===== src/rtl/video_timing_decoder.sv =====
// video_timing_decoder: rebuilds pixel/line coordinates from blank/sync strobes, measures the raster and reports lock.
module video_timing_decoder #(
  parameter int TIMEOUT = 1023
) (
  input  logic       MCLK,
  input  logic       RESET,
  input  logic       CE,
  input  logic       HBLK,
  input  logic       VBLK,
  input  logic       HSYN,
  input  logic       VSYN,
  output logic [8:0] PX,
  output logic [8:0] PY,
  output logic       DE,
  output logic       FRAME,
  output logic [9:0] H_TOTAL,
  output logic [9:0] V_TOTAL,
  output logic [9:0] ACT_W,
  output logic [9:0] ACT_H,
  output logic       LOCKED
);
  typedef enum logic [1:0] {SEARCH, FIRST, MEASURE, LOCK} state_t;
  localparam logic [9:0] TO = 10'(TIMEOUT);
  function automatic logic [9:0] sat_inc(input logic [9:0] x);
    return (&x) ? x : x + 10'd1;
  endfunction
  state_t      r_state;
  logic        r_hb_q, r_hs_q, r_vs_q;
  logic [8:0]  r_px_cnt, r_ln_cnt;
  logic [9:0]  r_h_cnt, r_h_len, r_aw_cnt, r_aw_len, r_v_cnt, r_ah_cnt;
  logic [39:0] r_prev;
  logic        w_de, w_hb_rise, w_hs_fall, w_vs_fall, w_to;
  logic [9:0]  w_h_len, w_aw_len, w_v_cnt, w_ah_cnt, w_h_cnt_nxt, w_v_cnt_nxt;
  logic [39:0] w_snap;
  // a same-tick HSYN fall or HBLK rise belongs to the frame that the VSYN fall closes
  always_comb begin
    w_de        = ~HBLK & ~VBLK;
    w_hb_rise   = ~r_hb_q & HBLK & ~VBLK;
    w_hs_fall   = r_hs_q & ~HSYN;
    w_vs_fall   = r_vs_q & ~VSYN;
    w_h_len     = w_hs_fall ? sat_inc(r_h_cnt) : r_h_len;
    w_aw_len    = w_hb_rise ? r_aw_cnt : r_aw_len;
    w_v_cnt     = w_hs_fall ? sat_inc(r_v_cnt) : r_v_cnt;
    w_ah_cnt    = w_hb_rise ? sat_inc(r_ah_cnt) : r_ah_cnt;
    w_snap      = {w_h_len, w_aw_len, w_v_cnt, w_ah_cnt};
    w_h_cnt_nxt = w_hs_fall ? 10'd0 : sat_inc(r_h_cnt);
    w_v_cnt_nxt = w_vs_fall ? 10'd0 : w_v_cnt;
    w_to        = (w_h_cnt_nxt >= TO) | (w_v_cnt_nxt >= TO);
  end
  always_ff @(posedge MCLK or posedge RESET) begin
    if (RESET) begin
      r_state  <= SEARCH;
      r_hb_q   <= 1'b1;
      r_hs_q   <= 1'b1;
      r_vs_q   <= 1'b1;
      r_px_cnt <= '0;
      r_ln_cnt <= '0;
      r_h_cnt  <= '0;
      r_h_len  <= '0;
      r_aw_cnt <= '0;
      r_aw_len <= '0;
      r_v_cnt  <= '0;
      r_ah_cnt <= '0;
      r_prev   <= '0;
      PX       <= '0;
      PY       <= '0;
      DE       <= 1'b0;
      FRAME    <= 1'b0;
      H_TOTAL  <= '0;
      V_TOTAL  <= '0;
      ACT_W    <= '0;
      ACT_H    <= '0;
      LOCKED   <= 1'b0;
    end else begin
      FRAME <= CE & w_vs_fall;
      if (CE) begin
        r_hb_q   <= HBLK;
        r_hs_q   <= HSYN;
        r_vs_q   <= VSYN;
        DE       <= w_de;
        if (w_de) begin
          PX <= r_px_cnt;
          PY <= r_ln_cnt;
        end
        r_px_cnt <= HBLK ? 9'd0 : w_de ? r_px_cnt + 9'd1 : r_px_cnt;
        r_ln_cnt <= VBLK ? 9'd0 : w_hb_rise ? r_ln_cnt + 9'd1 : r_ln_cnt;
        r_h_cnt  <= w_h_cnt_nxt;
        r_h_len  <= w_h_len;
        r_aw_cnt <= w_hb_rise ? 10'd0 : w_de ? sat_inc(r_aw_cnt) : r_aw_cnt;
        r_aw_len <= w_aw_len;
        r_v_cnt  <= w_v_cnt_nxt;
        r_ah_cnt <= w_vs_fall ? 10'd0 : w_ah_cnt;
        if (w_vs_fall)
          {H_TOTAL, ACT_W, V_TOTAL, ACT_H} <= w_snap;
        if (w_to) begin
          r_state <= SEARCH;
          LOCKED  <= 1'b0;
        end else if (w_vs_fall) begin
          if (r_state != SEARCH)
            r_prev <= w_snap;
          r_state <= (r_state == SEARCH) ? FIRST : (r_state == FIRST) ? MEASURE : (w_snap == r_prev) ? LOCK : MEASURE;
          LOCKED  <= (r_state == MEASURE || r_state == LOCK) && (w_snap == r_prev);
        end
      end
    end
  end
endmodule


===== config.mk =====
export PLATFORM = sky130hd
export DESIGN_NAME = video_timing_decoder
export DESIGN_NICKNAME = d
export VERILOG_FILES = /design/src/rtl/video_timing_decoder.sv
export SDC_FILE = /design/constraint.sdc
export NUM_CORES = 1
export LEC_CHECK = 0
export CORE_MARGIN = 5
export CORE_UTILIZATION = 45
export CTS_CLUSTER_DIAMETER = 100
export CTS_CLUSTER_SIZE = 40
export DETAILED_ROUTE_END_ITERATION = 7
export MAX_ROUTING_LAYER = met4
export SYNTH_ARGS = -nofsm -noshare
export SYNTH_HDL_FRONTEND = slang
export SYNTH_SLANG_ARGS = --single-unit

===== constraint.sdc =====
create_clock -name MCLK -period 16.6 [get_ports MCLK]
set_clock_uncertainty 0.15 [all_clocks]
set_input_delay 3.32 -clock MCLK [delete_from_list [all_inputs] [get_ports MCLK]]
set_output_delay 3.32 -clock MCLK [all_outputs]
set_load 0.05 [all_outputs]

# == Yosys cells after proc, flatten, opt, wreduce, memory -nomap -nowiden ==
# Cells that the tools add are included.
# totals
regBits,184
inputBits,7
out_inout_bits,61
# op_classes
n_addsub,6
magnitude_cmp,2
eq_ne,5
mux,24
n_bitwise,13
n_reduce_logical,19
# ops
cell,n
$mux W10,13
$add A10 B1 Y10 const B,4
$eq A40 B40 Y1,1
$reduce_and A10 Y1,4
$mux W9,4
$ge A10 B10 Y1 const B,2
$add A9 B1 Y9 const B,2
$reduce_and A2 Y1,5
$reduce_bool A2 Y1,5
$and A1 B1 Y1,6
$mux W2,3
$not A1 Y1,6
$eq A2 B2 Y1 const B,2
$mux W1,4
$reduce_and A4 Y1,1
$reduce_and A3 Y1,1
$eq A2 B1 Y1 const B,1
$logic_not A2 Y1,1
$ne A2 B2 Y1 const B,1
$logic_and A1 B1 Y1,1
$logic_or A1 B1 Y1,1
$or A1 B1 Y1,1

# == Longest topological paths before layout ==
# depth
word_depth,10
ltp_mapped,12
ltp_nobuf,9

# == Worst setup path after synthesis ==
# Ideal clock, no wire load.
# synth_timing
path_kind,input port to flip-flop
from,in VBLK
to,reg r_state[0]
arrival_ps,5230
required_ps,16383
setup_slack_ps,11153
cell_stages,10
path_buffers,2
cell_sequence,buf_6 > or3b_4 > buf_6 > a31oi_4 > a31oi_1 > a2111oi_0 > nand4_1 > nor4b_2 > nand4_1 > nand2_1
# synth_between
elab_chain_cells,9
# synth_lines
element,line,rtl
"start, declared",9,"input logic VBLK,"
$not A1 Y1 (*),38,w_hb_rise = ~r_hb_q & HBLK & ~VBLK;
$and A1 B1 Y1 (*),38,
"$mux W10, on equally long branches","44, 42",
$eq A40 B40 Y1 (*),101,r_state <= (r_state == SEARCH) ? FIRST : (r_state == FIRST) ? MEASURE : (w_snap == r_prev) ? LOCK : MEASURE;
$mux W1 (*) (2 in a row),101,
$mux W2 (*),101,
$mux W2 (*),98,end else if (w_vs_fall) begin
$mux W2 (*),95,if (w_to) begin
"end signal, assigned",101,
"end, declared",27,state_t r_state;
# Mark *: on every way between the ends. The rest lies on a longest branch, timed or not. The select of a mux whose other input is x is not followed.
# A chain may end at the register's enable or synchronous reset.

# == Worst setup path after layout ==
# Same ends and word-level chain as after synthesis.

==> impl_metrics.yaml <==
worst_hold_path:
  hp-class: "flop to flop"
  min_path_cells: 2
  min_to: "PX[6]"
  hold_start: "PX[6]"
setup_path:
  reg2reg_depth: 9
  cp.arrival_ps: 6250
  critPathMaxFanout: 22
  reg2reg_from: "r_h_cnt[0]"
  cp-start-kind: "input port"
  critPathCaptureType: "flop"
  crit_required_ps: 16830
  rr_endpoint: "r_prev[29]"
  r2r_slack_ps: 12730
  critPathKind: "input port to flop"
clock_network:
  clk_latency_ps: 440
  cts_tree: "yes"
  htree_levels: 4
  cts_root_buf: "clkbuf_16"
  cts.sinks: 184
  clockBufferDepth: 2
  cts-resized-gates: 0
  cts_buffers: 17
  cts_setup_buffers: 0
  hold_buffers: 0
  clkTransAtPathRegs_ps: 70
sta:
  slew_viol_final: 0
  holdWs_ps: 323
  min_period_over_period_pct: 36.3
  fin_setup_tns_ps: 0
  slew-limit-headroom_pct: 32.2
  rsz0062_at_grt: "no"
  worst_slew_pin_slew_ps: 1020
  fmax_mhz: 166
  period_minus_slack_ps: 6020
  setup_violations: 0
  hold_viol_final: 0
  final.setup.worst_slack_ps: 10580
layout:
  area_growth_pct: 13.9
  diodes: 0
  utilization_pct: 51.6
  final_cell_mix: "230 x nand2_1, 181 x dfrtp_1, 123 x o21ai_0, 66 x clkdlybuf4s50_1, 61 x a21oi_1"
  final_nets: 1154
  layout_commonest_cell: "nand2_1"
  drive_gt1_share_pct: 5.81
floorplanning:
  core_area_um2: 21700
  rows: 54
  io_pins: 68
  dieArea_um2: 24900
  die_w_um: 158
  die_y_um: 158
  start_util_pct: 45.3
status:
  status: "completed"
placement:
  gp_congestion: 0.913
  dpl.hpwl_mm: 17.6
  dpl_worst_slack_ps: 10130
  port_buffers: 67
grt:
  antenna_found_initial: 0
  grt_max_degree: 130
  grt_pass1_vias: 7932
  overflow: 0
  track_usage_pct: 22.5
  grt_pass1_wl_mm: 43.4
synth:
  synth_edf_count: 0
  yosysWarnings: 0
  synthFlopType: "dfrtp_1"
  synth_cell_type_count: 77
  syn_nets: 1143
  synth.avg_cell_area_um2: 8.69
  ys_ff_latch: 184
  synthesis.area_um2: 9820
  seq_area_frac_synth_pct: 46.9
  synth_cells: 1130
  synthArstFlopShare_pct: 100
drt:
  drc_errors: 0
  drt_first_iter_violations: 677
  detail-route-antenna-nets: 0
  routedWlPerCell_um: 18.0
  drt_first_pass_iters: 6
  vias_per_cell: 5.74
  drt_wl_total_mm: 25.8
  vias: 8232
flow_run:
  maxCapViolations: 0
power_and_ir_drop:
  leakagePower_nw: 4.74
  powerDensity_nw_per_um2: 121
  peakVddDrop_v: 0.0000742
[worst max-delay path by stage]
stage                     start          to  slack, ps  depth (start not counted)
final                      VBLK  r_state[0]      10580                          9
after global routing       HSYN  r_prev[27]      10310                          9
after CTS                  VBLK  r_state[0]      10580                          9
after detailed placement   VBLK  r_state[0]      10130                          9
after global placement     VBLK  r_state[0]      10200                          9
after floorplan           RESET    ACT_H[0]       8130                          1
[worst max-delay path, stage by stage]
cell and delay (ps):
clkdlybuf4s50_1 570, or3b_4 630, or3_1 490, o211ai_1 170
nor4b_1 350, and4_1 240, nor4b_2 230, nand4_1 160
nand2_1 90
[flip-flops by register name, summed over array words and instances, names as in the netlist, 10 cells and up]
| signal | count |
|---|---|
| r_ah_cnt | 10 |
| ACT_H | 10 |
| ACT_W | 10 |
| V_TOTAL | 10 |
| r_h_len | 10 |
| r_aw_len | 10 |
| r_prev | 40 |
| r_aw_cnt | 10 |
| H_TOTAL | 10 |
| r_h_cnt | 10 |
| r_v_cnt | 10 |
[area by class of cell]
type                    instances  area [um^2]
flip-flops and latches        184         4610
well taps                     280          350
fillers                      2063        10500
clock inverters                11          161
inverters                      31          124
clock buffers                  21          470
multi-input cells             834         4760
repair buffers                 73          711
[through the flow]
step / instance area (um^2) / power [mW] / instances
2_1_floorplan: 9820 / 0.809 / 1130
3_3_place_gp: 10600 / 0.916 / 1402
3_5_place_dp: 10600 / 0.920 / 1402
4_1_cts: 11200 / 1.36 / 1434
5_1_grt: 11200 / 1.43 / 1434
6_report: 11200 / 1.35 / 1434
[Yosys cell counts, types with 5 or more instances]
cell type / n / share of area (%)
nand2_1: 231 / 8.8
dfrtp_1: 181 / 46
o21ai_0: 123 / 6.3
a21oi_1: 61 / 3.1
nor2_1: 56 / 2.1
clkbuf_1: 51 / 1.9
inv_1: 31 / 1.2
nand3_1: 30 / 1.5
nand4_1: 27 / 1.7
xor2_1: 24 / 2.1
buf_2: 23 / 1.2
mux2i_1: 18 / 1.8
nor3_1: 17 / 0.87
xnor2_1: 17 / 1.5
and3_1: 14 / 0.89
a31oi_1: 13 / 0.83
nand2b_1: 12 / 0.76
nor4_1: 12 / 0.76
o22ai_1: 12 / 0.76
o21ai_1: 10 / 0.51
or3_1: 10 / 0.64
and2_1: 9 / 0.57
o31ai_1: 9 / 0.69
a211oi_1: 7 / 0.53
and4_1: 7 / 0.62
mux2_2: 7 / 0.80
nor2b_1: 7 / 0.45
ha_1: 6 / 0.76
a2111oi_0: 5 / 0.45
a21o_1: 5 / 0.38
buf_1: 5 / 0.19
nand4b_1: 5 / 0.45
o21a_1: 5 / 0.38
[metal layers]
| metal | vias to the layer above | routed length, um | track usage (%) |
|---|---|---|---|
| li1 | 4041 | - | - |
| met1 | 3934 | 12500 | 32.9 |
| met2 | 215 | 11800 | 33.1 |
| met3 | 42 | 1080 | 2.93 |
| met4 | 0 | 472 | 6.43 |
| met5 | - | 0 | - |
[report_power, final]
| group | switching (mW) | internal [mW] | total, mW |
|---|---|---|---|
| logic | 0.207 | 0.121 | 0.328 |
| clock network | 0.187 | 0.253 | 0.440 |
| registers | 0.0710 | 0.511 | 0.582 |
| total | 0.465 | 0.885 | 1.35 |
[cell families after synthesis]
| group | synth area share (%) |
|---|---|
| DFF | 46.9 |
| buffers and inverters | 4.73 |
| xor gates and xnor gates | 3.88 |
| muxes | 2.64 |
| AOI/OAI and AO/OA | 18.6 |
| adders and majority gates | 0.764 |
| and+or+nand+nor | 22.5 |
Power figures use the tool's default switching activity.
